## config.mk

```make
export PLATFORM = sky130hd
export DESIGN_NAME = counter_step_ctrl
export DESIGN_NICKNAME = d
export VERILOG_FILES = /design/src/rtl/counter_step_ctrl.sv
export SDC_FILE = /design/constraint.sdc
export NUM_CORES = 1
export LEC_CHECK = 0
export ABC_CLOCK_PERIOD_IN_PS = 1410
export BUFFER_PORTS_ARGS = -buffer_cell sky130_fd_sc_hd__buf_4
export CAP_MARGIN = 20
export CELL_PAD_IN_SITES_DETAIL_PLACEMENT = 1
export CELL_PAD_IN_SITES_GLOBAL_PLACEMENT = 2
export CORE_MARGIN = 3
export CORE_UTILIZATION = 30
export DETAILED_ROUTE_END_ITERATION = 6
export PLACE_DENSITY_LB_ADDON = 0.1
export SYNTH_ARGS = -nofsm -noshare
export SYNTH_HDL_FRONTEND = slang
export SYNTH_SLANG_ARGS = --single-unit
export TNS_END_PERCENT = 1
```

## constraint.sdc

```tcl
create_clock -name clk -period 1.41 [get_ports clk]
set_clock_uncertainty 0.15 [all_clocks]
set_input_delay 0 -clock clk [delete_from_list [all_inputs] [get_ports clk]]
set_output_delay 0 -clock clk [all_outputs]
set_load 0.05 [all_outputs]
```

## src/rtl/counter_step_ctrl.sv

```systemverilog
// counter_step_ctrl: turns the raw up/down push-buttons into the counter's
// enable/direction controls. Each button is synchronised and debounced. A
// small FSM then emits one enable pulse per accepted press.
// Optional auto-repeat while a button is held: define COUNTER_STEP_AUTOREPEAT_EN.
module counter_step_ctrl #(
    parameter int unsigned DEBOUNCE_CYCLES = 4,
    parameter int unsigned REPEAT_DELAY    = 16,
    parameter int unsigned REPEAT_PERIOD   = 4
) (
    input  logic clk,
    input  logic rst,
    input  logic btn_up,
    input  logic btn_down,
    output logic enable,
    output logic direction
);

    localparam int unsigned DB_W  = (DEBOUNCE_CYCLES > 1) ? $clog2(DEBOUNCE_CYCLES) : 1;
    localparam int unsigned REP_W = 8;

    typedef enum logic [1:0] {
        IDLE = 2'd0,
        UP   = 2'd1,
        DOWN = 2'd2,
        LOCK = 2'd3
    } state_t;

    // Elaboration-time sanity checks on the timing parameters
    if (DEBOUNCE_CYCLES < 2) begin : g_bad_debounce
        $error("counter_step_ctrl: DEBOUNCE_CYCLES must be >= 2");
    end
    if (REPEAT_DELAY < 2 || REPEAT_DELAY > 255) begin : g_bad_delay
        $error("counter_step_ctrl: REPEAT_DELAY must be in 2..255");
    end
    if (REPEAT_PERIOD < 2 || REPEAT_PERIOD > REPEAT_DELAY) begin : g_bad_period
        $error("counter_step_ctrl: REPEAT_PERIOD must be in 2..REPEAT_DELAY");
    end

    logic            meta_up;
    logic            meta_down;
    logic            s_up;
    logic            s_down;
    logic [DB_W-1:0] db_cnt_up;
    logic [DB_W-1:0] db_cnt_down;
    logic            d_up;
    logic            d_down;

    state_t          state;
    state_t          state_next;
    logic            enable_next;
    logic            direction_next;

`ifdef COUNTER_STEP_AUTOREPEAT_EN
    logic [REP_W-1:0] rep_cnt;
    logic [REP_W-1:0] rep_next;
    logic [REP_W-1:0] rep_inc;
`endif

    // Two-flop synchronisers for the asynchronous buttons
    always_ff @(posedge clk or posedge rst) begin
        if (rst) begin
            meta_up   <= 1'b0;
            s_up      <= 1'b0;
            meta_down <= 1'b0;
            s_down    <= 1'b0;
        end else begin
            meta_up   <= btn_up;
            s_up      <= meta_up;
            meta_down <= btn_down;
            s_down    <= meta_down;
        end
    end

    // Up debounce: flip on the DEBOUNCE_CYCLES-th consecutive differing sample
    always_ff @(posedge clk or posedge rst) begin
        if (rst) begin
            db_cnt_up <= '0;
            d_up      <= 1'b0;
        end else if (s_up == d_up) begin
            db_cnt_up <= '0;
        end else if (db_cnt_up == DB_W'(DEBOUNCE_CYCLES - 1)) begin
            db_cnt_up <= '0;
            d_up      <= s_up;
        end else begin
            db_cnt_up <= db_cnt_up + DB_W'(1);
        end
    end

    // Down debounce: same scheme as the up button
    always_ff @(posedge clk or posedge rst) begin
        if (rst) begin
            db_cnt_down <= '0;
            d_down      <= 1'b0;
        end else if (s_down == d_down) begin
            db_cnt_down <= '0;
        end else if (db_cnt_down == DB_W'(DEBOUNCE_CYCLES - 1)) begin
            db_cnt_down <= '0;
            d_down      <= s_down;
        end else begin
            db_cnt_down <= db_cnt_down + DB_W'(1);
        end
    end

    // State and registered outputs
    always_ff @(posedge clk or posedge rst) begin
        if (rst) begin
            state     <= IDLE;
            enable    <= 1'b0;
            direction <= 1'b1;
        end else begin
            state     <= state_next;
            enable    <= enable_next;
            direction <= direction_next;
        end
    end

`ifdef COUNTER_STEP_AUTOREPEAT_EN
    // Repeat counter register
    always_ff @(posedge clk or posedge rst) begin
        if (rst) begin
            rep_cnt <= '0;
        end else begin
            rep_cnt <= rep_next;
        end
    end

    // Saturating increment of the repeat counter
    always_comb begin
        rep_inc = (rep_cnt == '1) ? rep_cnt : rep_cnt + REP_W'(1);
    end
`endif

    // Next-state, step pulse and direction decode
    always_comb begin
        state_next     = state;
        enable_next    = 1'b0;
        direction_next = direction;
`ifdef COUNTER_STEP_AUTOREPEAT_EN
        rep_next       = rep_cnt;
`endif
        case (state)
            IDLE: begin
                if (d_up && !d_down) begin
                    state_next     = UP;
                    direction_next = 1'b1;
                    enable_next    = 1'b1;
                end else if (d_down && !d_up) begin
                    state_next     = DOWN;
                    direction_next = 1'b0;
                    enable_next    = 1'b1;
                end else if (d_up && d_down) begin
                    state_next = LOCK;
                end
            end
            UP: begin
                if (!d_up) begin
                    state_next = IDLE;
                end else if (d_down) begin
                    state_next = LOCK;
                end
            end
            DOWN: begin
                if (!d_down) begin
                    state_next = IDLE;
                end else if (d_up) begin
                    state_next = LOCK;
                end
            end
            LOCK: begin
                if (!d_up && !d_down) begin
                    state_next = IDLE;
                end
            end
            default: begin
                state_next = IDLE;
            end
        endcase

`ifdef COUNTER_STEP_AUTOREPEAT_EN
        // Repeats only fire while staying in UP/DOWN; entry restarts the count
        if ((state_next == UP || state_next == DOWN) && state_next != state) begin
            rep_next = '0;
        end else if ((state == UP || state == DOWN) && state_next == state) begin
            if (rep_inc == REP_W'(REPEAT_DELAY)) begin
                enable_next = 1'b1;
                rep_next    = REP_W'(REPEAT_DELAY - REPEAT_PERIOD);
            end else begin
                rep_next = rep_inc;
            end
        end
`endif
    end

endmodule

```

-- Yosys cells after proc, flatten, opt, wreduce, memory -nomap -nowiden
Index checks and enable logic that the tools add are counted.
- bits in registers: 14
- bits of input ports: 4
- logic and storage cells: 56
- add/subtract/negate cells: 2
- equal/unequal tests: 11
- muxes and demuxes: 18
- bitwise operators: 2
- reduce and logical (&&, ||, !) cells: 12
- operators with widths (cell ; number):
    2-bit 2-to-1 mux ; 12
    2-bit == test (second input constant) ; 4
    2-bit case mux with 4 select lines ; 1
    3-bit != test (second input constant) ; 2
    2-bit AND reduction ; 3
    1-bit 2-to-1 mux ; 5
    2-bit by 1-bit adder with 2-bit output (second input constant) ; 2
    1-bit logical AND ; 4
    4-bit != test (second input constant) ; 1
    4-bit AND reduction ; 1
    1-bit == test ; 2
    2-bit by 1-bit == test with 1-bit output (second input constant) ; 1
    1-bit logical NOT ; 2
    2-bit logical NOT ; 1
    2-bit != test (second input constant) ; 1
    1-bit inverter ; 2
    2-bit nonzero test ; 1

-- Longest topological paths before layout
Gate-level depths: netlist (run 1).
- word-level depth: 5
- gate-level depth with buffers: 5
- gate-level depth less buffers: 5

-- Worst setup path after synthesis (run 1)
OpenSTA, ideal clock, no wires.
- path type: reg-to-reg
- start point: reg d_down
- end point: reg direction
- library setup time: 82 ps
- arrival time: 1292 ps
- slack: -114 ps
- stages on the path, launching flop included: 5
- path buffers: 0
- period minus slack after synthesis: 1524 ps
- cell sequence: dfrtp_1 -> inv_1 -> ha_1 -> nor3b_4 -> mux2_4
- cells in the longest elaborated chain, start to end: 4
- elaborated cells between the ends (all ways): 6
- those cells by class: mux (1); reduce/logical (5)
- RTL lines (element ; line ; source):
    from (decl) ; 46 ; logic d_down;
    from (signal assigned) ; 98 ; d_down <= s_down;
    1-bit logical NOT ; 143 ; if (d_up && !d_down) begin
    1-bit logical AND ; 143 ;
    2-bit nonzero test (no line) ; -- ;
    2-bit AND reduction (no line) ; -- ;
    to (signal assigned) ; 113 ; direction <= direction_next;
    to (decl) ; 15 ; output logic direction
Parallel ways exist; a longest one is shown, timed or not.
A chain may end at the register's enable or synchronous reset.

-- Worst setup path in the final report (run 1)
- start point: reg d_up
- end point: reg state[1]
- cells in the longest elaborated chain, start to end: 5
- elaborated cells between the ends (all ways): 14
- those cells by class: eq/ne (4); mux (4); reduce/logical (6)
- RTL lines (element ; line ; source):
    from (decl) ; 45 ; logic d_up;
    from (signal assigned) ; 83 ; d_up <= s_up;
    1-bit logical NOT ; 147, 170 ;
    1-bit logical AND ; 147 ; end else if (d_down && !d_up) begin
    2-bit 2-to-1 mux ; 147 ;
    2-bit 2-to-1 mux ; 143 ;
    2-bit case mux with 4 select lines ; 141 ; case (state)
    to (signal assigned) ; 111 ; state <= state_next;
    to (decl) ; 48 ; state_t state;
Parallel ways exist; a longest one is shown, timed or not.

==> results of run 1 <==
-- area by class of cell --
class	count	area, um^2	share of cell area [%]
sequential	14	352	42.3
tap	25	31.3	3.77
clock buffer	4	36.3	4.37
multi-input combinational	30	273	32.8
timing repair buffer	16	128	15.4
inverter	3	11.3	1.36
-- routing by layer --
metal | up-vias | wire, um | track usage [%]
li1 | 201 | - | -
met1 | 196 | 450 | 9.31
met2 | 8 | 571 | 17.8
met3 | 0 | 39 | 2.58
met4 | 0 | 0 | 5.24
met5 | - | 0 | 0
-- Yosys cell counts --
master / n / area (um^2)
sky130_fd_sc_hd__mux2_4: 1 / 15.0
sky130_fd_sc_hd__nor3b_4: 1 / 18.8
sky130_fd_sc_hd__o21ai_0: 4 / 20.0
sky130_fd_sc_hd__ha_1: 6 / 75.1
sky130_fd_sc_hd__nand2b_1: 1 / 6.26
sky130_fd_sc_hd__nor3_2: 1 / 10.0
sky130_fd_sc_hd__a21oi_1: 1 / 5.00
sky130_fd_sc_hd__o21a_1: 1 / 7.51
sky130_fd_sc_hd__nor3_1: 2 / 10.0
sky130_fd_sc_hd__a22o_1: 1 / 8.76
sky130_fd_sc_hd__xnor2_1: 2 / 17.5
sky130_fd_sc_hd__nor2b_1: 2 / 12.5
sky130_fd_sc_hd__buf_6: 1 / 11.3
sky130_fd_sc_hd__o311ai_2: 1 / 16.3
sky130_fd_sc_hd__dfstp_2: 1 / 26.3
sky130_fd_sc_hd__nand2_1: 3 / 11.3
sky130_fd_sc_hd__dfrtp_1: 13 / 325
sky130_fd_sc_hd__nor2_1: 2 / 7.51
sky130_fd_sc_hd__inv_1: 3 / 11.3
sky130_fd_sc_hd__o31ai_1: 1 / 7.51
-- power groups by stage --
stage	Clock (W)	Sequential (W)	Combinational [W]
after global placement	0	0.000655	0.000719
after CTS	0.000297	0.000658	0.000873
after floorplan	0	0.000699	0.000524
after detailed placement	0	0.000666	0.000770
after global routing	0.000315	0.000679	0.000965
final	0.000283	0.000661	0.000872
-- flip-flops by register name, summed over array words and instances (netlist names) --
| name | flops |
|---|---|
| enable | 1 |
| db_cnt_up | 2 |
| d_up | 1 |
| s_down | 1 |
| meta_down | 1 |
| direction | 1 |
| s_up | 1 |
| d_down | 1 |
| meta_up | 1 |
| state | 2 |
| db_cnt_down | 2 |
-- kinds of logic (layout without fill, tap and decap cells) --
group	after synthesis	after routing	share of synthesized area [%]
buffers and inverters	4	23	3.61
DFF	14	14	56.4
muxes	1	1	2.41
xor gates and xnor gates	2	2	2.81
AOI/OAI and AO/OA	9	9	10.4
and+or+nand+nor	12	12	12.3
adders and majority gates	6	6	12.0
-- worst paths after layout --
| kind | end | slack [ns] | cells after the start |
|---|---|---|---|
| min in group clk | s_up | 0.21 | 0 |
| worst min register to register | s_up | 0.21 | 0 |
| worst max-delay path | state[1] | -0.04 | 5 |
| worst max register to register | state[1] | -0.04 | 5 |
| worst min-delay path | db_cnt_up[1] | 0.17 | 3 |
| max in group asynchronous | direction | 0.58 | 3 |
-- critical path, delay by kind of cell (launching register included) --
kind / cells / cell delay [ns]
buffers and inverters: 1 / 0.16
AOI/OAI and AO/OA: 2 / 0.29
DFF: 1 / 0.40
and+or+nand+nor: 1 / 0.14
adders and majority gates: 1 / 0.20
-- stage by stage --
step	hold WS (ns)	instance area, um^2	setup slack [ns]	util, %	std cells
floorplan	-0.261	636	-0.0734	-	48
global placement	-0.0952	723	-0.00134	39.3	81
detailed placement	-0.0689	723	-0.0616	39.3	81
CTS	0.181	825	-0.0338	44.8	92
global route	0.205	831	-0.0726	45.2	92
finish	0.168	831	-0.0421	45.2	92
-- what timing repair did --
item / CTS / global route
hold endpoints to repair: 16 / 0
buffers inserted: 4 / 0
pin swaps: 0 / 2
hold buffers: 3 / 0
setup endpoints to repair: 3 / 3
gates resized for setup: 2 / 4
==> metrics.txt, run 1 <==
Post-Syn Area per Cell roughly 13 um^2; First-pass DRT Iterations 2; layout net count 78; DRC Markers 0; routed len/inst approximately 12 um; Max-Slew Margin vs Limit ~64%; via density per instance ~4.4; kind of critical path flip-flop to flip-flop; Post-Synthesis Cells 48; warning count from the yosys run 0; via count of the first global-routing pass roughly 450; maximum vdd ir drop a little under 800 uV; Layout Area Growth over Synthesis 33.3%; Cell Rows 15; initial core utilization 33.9%; worst setup path startpoint d_up; root cell of the clock tree sky130_fd_sc_hd__clkbuf_4; Leak Pwr 0.379 nW; TritonCTS clock tree done; class of the tightest hold or removal check input pin to async pin; unrepaired setup endpoints after global routing true; final slew viol count 0; most frequent cells in the layout sky130_fd_sc_hd__dfrtp_1 (13), sky130_fd_sc_hd__buf_4 (13); I/O pin total 6; crit path max-delay cell type sky130_fd_sc_hd__dfrtp_1; critical path cell sequence buf_4 > ha_1 > nor2_2 > o21ai_1 > a22o_1; critical path endpoint category flip-flop; result of the run finished, violations left; Final Critical Period between 1 and 1.5 ns; share of the yosys chip area belonging to registers 56.4%; data required time of the worst path 1.43 ns; stage delay of the slowest cell on the critical path about 0.4 ns; filler cell count in the final layout around 210; half-perimeter wire length after detailed placement roughly 820 um; number of buffers created by CTS 3; post-route antenna net violation count 0; Antenna diodes 0; area of the core region around 1800 um^2; total die area 2660 um^2; clock-pin slew of the registers on the worst-case setup and hold paths ~0.08 ns; Clk network pwr share between 10% and 20%; Port-buffer cells 5; count of H-tree levels built during CTS 1; share of total power in sequential cells a little over a third; via total after detailed routing 405; Max Fclk 0.689 GHz; final routed wirelength across all metal layers between 1 and 1.5 mm; Finish-stage setup viols 3; count of cell types in the netlist 20; WP data arrival roughly 1.5 ns; power per standard cell area between 2000 and 2500 nW/um^2; Starting DRT DRC Count 1; aggregate global-route resource usage 9.51%; Final Hold Vio Count 0; die span in x a little over 50 um; overflow left after global routing 0; Die Height slightly above 50 um; setup total negative slack -0.0835 ns; largest fanout of any net on the critical path 5; antenna violations before repair 0; violated checks negative setup slack; synthesized netlist net count 58; net switching power 0.000649 W; worst slew pin tran about 0.53 ns; fraction of final layout cells sized beyond drive strength 1 a little over two fifths; Yosys reg bits 14; buffers from clock root to sink, at most 2; switching share of total power 35.8%; maximum number of pins on one net before global-route repair 15; post-route setup slack -0.0421 ns; internal power consumption between 0.001 and 0.0015 W; Clock Latency Late Sink approximately 0.27 ns; startpoint of the worst-slack reg-to-reg timing path d_up; CTS sink count 14; number of violations of the max-capacitance limit 0; Placer Congestion between 0.7 and 0.8; post-route total power between 0.0015 and 0.002 W; mapped cell area between 600 and 700 um^2; share of power burned in combinational logic between 40% and 50%; launching element type of the critical path flip-flop; global-route wire length before repair ~1.8 mm; share of the clock period used by the worst path after layout 103%
Note: power is estimated with default switching activity, not from simulation.
==> run 2: changes to the inputs <==
Settings changed: ABC_AREA from default to 1.
==> run 2 against run 1 <==
  * Highest routed layer is now met4
  * Fmax is 7.2% higher
  * Non-clock buffer count is 1 lower
  * The run now ends clean
  * Register-to-register slack gained 0.098 ns
  * Final area up 10%
  * Critical path type unchanged
  * Worst setup slack improved by 0.098 ns
  * Final cell count up 21%
  * Critical endpoint is now state[0]
  * Combinational power increased by 26%
==> metrics.txt, run 2 <==
result of the run completed (was finished, violations left); half-perimeter wire length after detailed placement 856 um (was 817 um); unrepaired setup endpoints after global routing true (unchanged); DRC Markers 0 (unchanged); capture instance of the worst register-to-register path state[0] (was state[1]); Top Registers db_cnt_down: 2 flops, db_cnt_up: 2 flops, state: 2 flops (unchanged); Max-Slew Margin vs Limit 65.0% (was 64.4%); via total after detailed routing 469 (was 405); worst slew pin tran 0.524 ns (was 0.533 ns); via density per instance 4.23 (was 4.40); worst reg2reg path depth 8 (was 5); routed len/inst 10.8 um (was 11.5 um); fraction of post-synthesis cell area in the top cell type by area 50.1% (was 52.2%); CTS sink count 14 (unchanged); Port-buffer cells 5 (unchanged); Placer Congestion 0.630 (was 0.707); Clk network pwr share 11.8% (was 15.6%); Finish-stage setup viols 0 (was 3); setup total negative slack 0 ns (was -0.0835 ns); dominant cell by count in the synthesized netlist sky130_fd_sc_hd__dfrtp_1 (unchanged); Post-Syn Area per Cell 9.99 um^2 (was 13.0 um^2); TritonCTS clock tree done (unchanged); kind of critical path flip-flop to flip-flop (unchanged); top cells by count, synth sky130_fd_sc_hd__dfrtp_1 (13), sky130_fd_sc_hd__inv_1 (11), sky130_fd_sc_hd__nand2_1 (10) (was sky130_fd_sc_hd__dfrtp_1 (13), sky130_fd_sc_hd__ha_1 (6), sky130_fd_sc_hd__o21ai_0 (4)); antenna violations before repair 0 (unchanged); post-route antenna net violation count 0 (unchanged); die span in x 52.5 um (was 51.6 um); clock-pin slew of the registers on the worst-case setup and hold paths 0.08 ns (about the same); startpoint of the worst-slack reg-to-reg timing path d_down (was d_up); final hold slack 0.165 ns (was 0.168 ns); crit path max-delay cell type sky130_fd_sc_hd__dfrtp_1 (unchanged); post-route total power 0.00198 W (was 0.00182 W); I/O pin total 6 (unchanged); count of cell types in the netlist 17 (was 20); stage delay of the slowest cell on the critical path 0.42 ns (was 0.40 ns); cell types occupying the most area after synthesis sky130_fd_sc_hd__dfrtp_1 (50%), sky130_fd_sc_hd__ha_1 (12%), sky130_fd_sc_hd__inv_1 (6.4%), sky130_fd_sc_hd__nand2_1 (5.8%), sky130_fd_sc_hd__nand3_1 (4.6%) (was sky130_fd_sc_hd__dfrtp_1 (52%), sky130_fd_sc_hd__ha_1 (12%), sky130_fd_sc_hd__dfstp_2 (4.2%), sky130_fd_sc_hd__o21ai_0 (3.2%), sky130_fd_sc_hd__nor3b_4 (3.0%)); final slew viol count 0 (unchanged); final routed wirelength across all metal layers 1.20 mm (was 1.06 mm); overflow left after global routing 0 (unchanged); maximum vdd ir drop 754 uV (was 784 uV); fraction of final layout cells sized beyond drive strength 1 38.1% (was 43.3%); switching share of total power 42.2% (was 35.8%); aggregate global-route resource usage 10.4% (was 9.51%); net switching power 0.000834 W (was 0.000649 W); buffers from clock root to sink, at most 2 (unchanged); number of violations of the max-capacitance limit 0 (unchanged); Max Fclk 0.739 GHz (was 0.689 GHz); filler cell count in the final layout 228 (was 209); synthesized netlist net count 75 (was 58); Synth Flop Type sky130_fd_sc_hd__dfrtp_1 (unchanged); Post-synth ARST share 100% (unchanged); count of flip-flops with a built-in enable after synthesis 0 (unchanged); layout net count 95 (was 78); mapped cell area 649 um^2 (was 623 um^2); most frequent cells in the layout sky130_fd_sc_hd__dfrtp_1 (13), sky130_fd_sc_hd__nand2_1 (10), sky130_fd_sc_hd__buf_4 (10), sky130_fd_sc_hd__inv_1 (9), sky130_fd_sc_hd__nand3_1 (5) (was sky130_fd_sc_hd__dfrtp_1 (13), sky130_fd_sc_hd__buf_4 (13)); root cell of the clock tree sky130_fd_sc_hd__clkbuf_4 (unchanged); internal power consumption 0.00114 W (was 0.00117 W); share of the yosys chip area belonging to registers 54.1% (was 56.4%); final instance area 916 um^2 (was 831 um^2); setup slack of the most critical reg-to-reg path 0.06 ns (was -0.04 ns); power per standard cell area 2160 nW/um^2 (was 2190 nW/um^2); Leak Pwr 0.436 nW (was 0.379 nW); critical path cell sequence buf_6 > ha_4 > nor2_4 > nand2_2 > nand2_4 > nor2_4 > nand2_1 > nand2_1 (was buf_4 > ha_1 > nor2_2 > o21ai_1 > a22o_1); most frequent standard cell in the layout excluding fill and tap cells sky130_fd_sc_hd__dfrtp_1; warning count from the yosys run 0 (unchanged); share of the clock period used by the worst path after layout 96.0% (was 103%); launching element type of the critical path flip-flop (unchanged); count of H-tree levels built during CTS 1 (unchanged); First-pass DRT Iterations 2 (unchanged); number of buffers created by CTS 3 (unchanged); most area-hungry cell type in the Yosys netlist sky130_fd_sc_hd__dfrtp_1 (unchanged); Post-Place Cell Area 766 um^2 (was 723 um^2); global-route wire length before repair 1.97 mm (was 1.80 mm); total die area 2760 um^2 (was 2660 um^2); Antenna diodes 0 (unchanged); data required time of the worst path 1.43 ns (about the same); Layout Area Growth over Synthesis 41.0% (was 33.3%); class of the tightest hold or removal check input pin to async pin (unchanged); area of the core region 2000 um^2 (was 1840 um^2); via count of the first global-routing pass 471 (was 452); Post-Synthesis Cells 65 (was 48); WP data arrival 1.38 ns (was 1.47 ns); Clock Latency Late Sink 0.27 ns (about the same); initial core utilization 32.4% (was 33.9%); largest fanout of any net on the critical path 3 (was 5); Final Critical Period 1.35 ns (was 1.45 ns); maximum number of pins on one net before global-route repair 15 (unchanged); Starting DRT DRC Count 4 (was 1); critical path endpoint category flip-flop (unchanged); Yosys reg bits 14 (unchanged); Cell Rows 16 (was 15); Final Hold Vio Count 0 (unchanged); share of power burned in combinational logic 55.4% (was 48.0%); Die Height 52.5 um (was 51.6 um); share of total power in sequential cells 32.8% (was 36.4%)
run 2: cell count changes after synthesis, moves of 2 or more:
cell / change
sky130_fd_sc_hd__nand2_1: +7
sky130_fd_sc_hd__nor2b_1: -2
sky130_fd_sc_hd__nand3_1: +6
sky130_fd_sc_hd__inv_1: +8
sky130_fd_sc_hd__nand2_2: +2
sky130_fd_sc_hd__o21ai_1: +2
sky130_fd_sc_hd__o21ai_0: -2
run 2: how the worst max path moves through the flow:
| stage | start | to | slack [ns] | cells past startpoint |
|---|---|---|---|---|
| after global routing | d_down | state[1] | -0.01 | 8 |
| final | d_down | state[0] | 0.06 | 8 |
| after global placement | d_down | state[0] | 0.008 | 8 |
| after floorplan | d_up | state[1] | 0.001 | 8 |
| after detailed placement | d_down | state[1] | -0.02 | 8 |
| after CTS | d_down | state[1] | 0.008 | 8 |
run 2: power by group through the flow:
stage          logic (W)  registers [W]  clock network (W)
4_1_cts         0.000957       0.000635           0.000249
3_5_place_dp    0.000877       0.000640                  0
3_3_place_gp    0.000854       0.000637                  0
5_1_grt          0.00123       0.000666           0.000269
2_1_floorplan   0.000509       0.000701                  0
6_report         0.00110       0.000649           0.000233
run 2: cell families after synthesis:
| logic type | after synthesis | share of synthesized area (%) |
|---|---|---|
| AND/OR/NAND/NOR | 27 | 21.6 |
| flip-flops | 14 | 54.1 |
| buffers and inverters | 12 | 6.94 |
| adder cells (fa/ha/maj) | 6 | 11.6 |
| AO/OA/AOI/OAI | 4 | 3.08 |
| XOR/XNOR | 2 | 2.70 |
run 2: timing repair:
item	in CTS	in global routing
hold buffers	3	0
resized for setup	3	14
pin swaps	2	5
buffers inserted	1	0
setup endpoints to repair	2	2
endpoints found under the hold margin	16	0
run 2: routing by layer:
layer	GRT usage [%]	wire length [um]
met4	6.38	14
met2	16.7	606
met3	3.42	39
met5	0	0
met1	11.6	535
run 2: layout make-up:
| cell class | instances | area (um^2) | share of cell area (%) |
|---|---|---|---|
| sequential | 14 | 352 | 38.4 |
| multi-input combinational | 39 | 332 | 36.2 |
| clock buffer | 4 | 26.3 | 2.87 |
| tap | 27 | 33.8 | 3.69 |
| timing repair buffer | 15 | 128 | 13.9 |
| inverter | 12 | 45.0 | 4.92 |
run 2: critical path: cells and delay by family, from the launching register on:
kind	cells	cell delay, ns
adder cells (fa/ha/maj)	1	0.15
buffers and inverters	1	0.15
flip-flops	1	0.42
AND/OR/NAND/NOR	6	0.39
run 2: per-stage QoR:
| stage | util, % | cells | worst slack [ns] |
|---|---|---|---|
| 3_3_place_gp | 38.3 | 103 | 0.00775 |
| 3_5_place_dp | 38.3 | 103 | -0.0192 |
| 2_1_floorplan | - | 65 | 0.00143 |
| 4_1_cts | 42.2 | 111 | 0.00848 |
| 5_1_grt | 45.8 | 111 | -0.0136 |
| 6_report | 45.8 | 111 | 0.0560 |
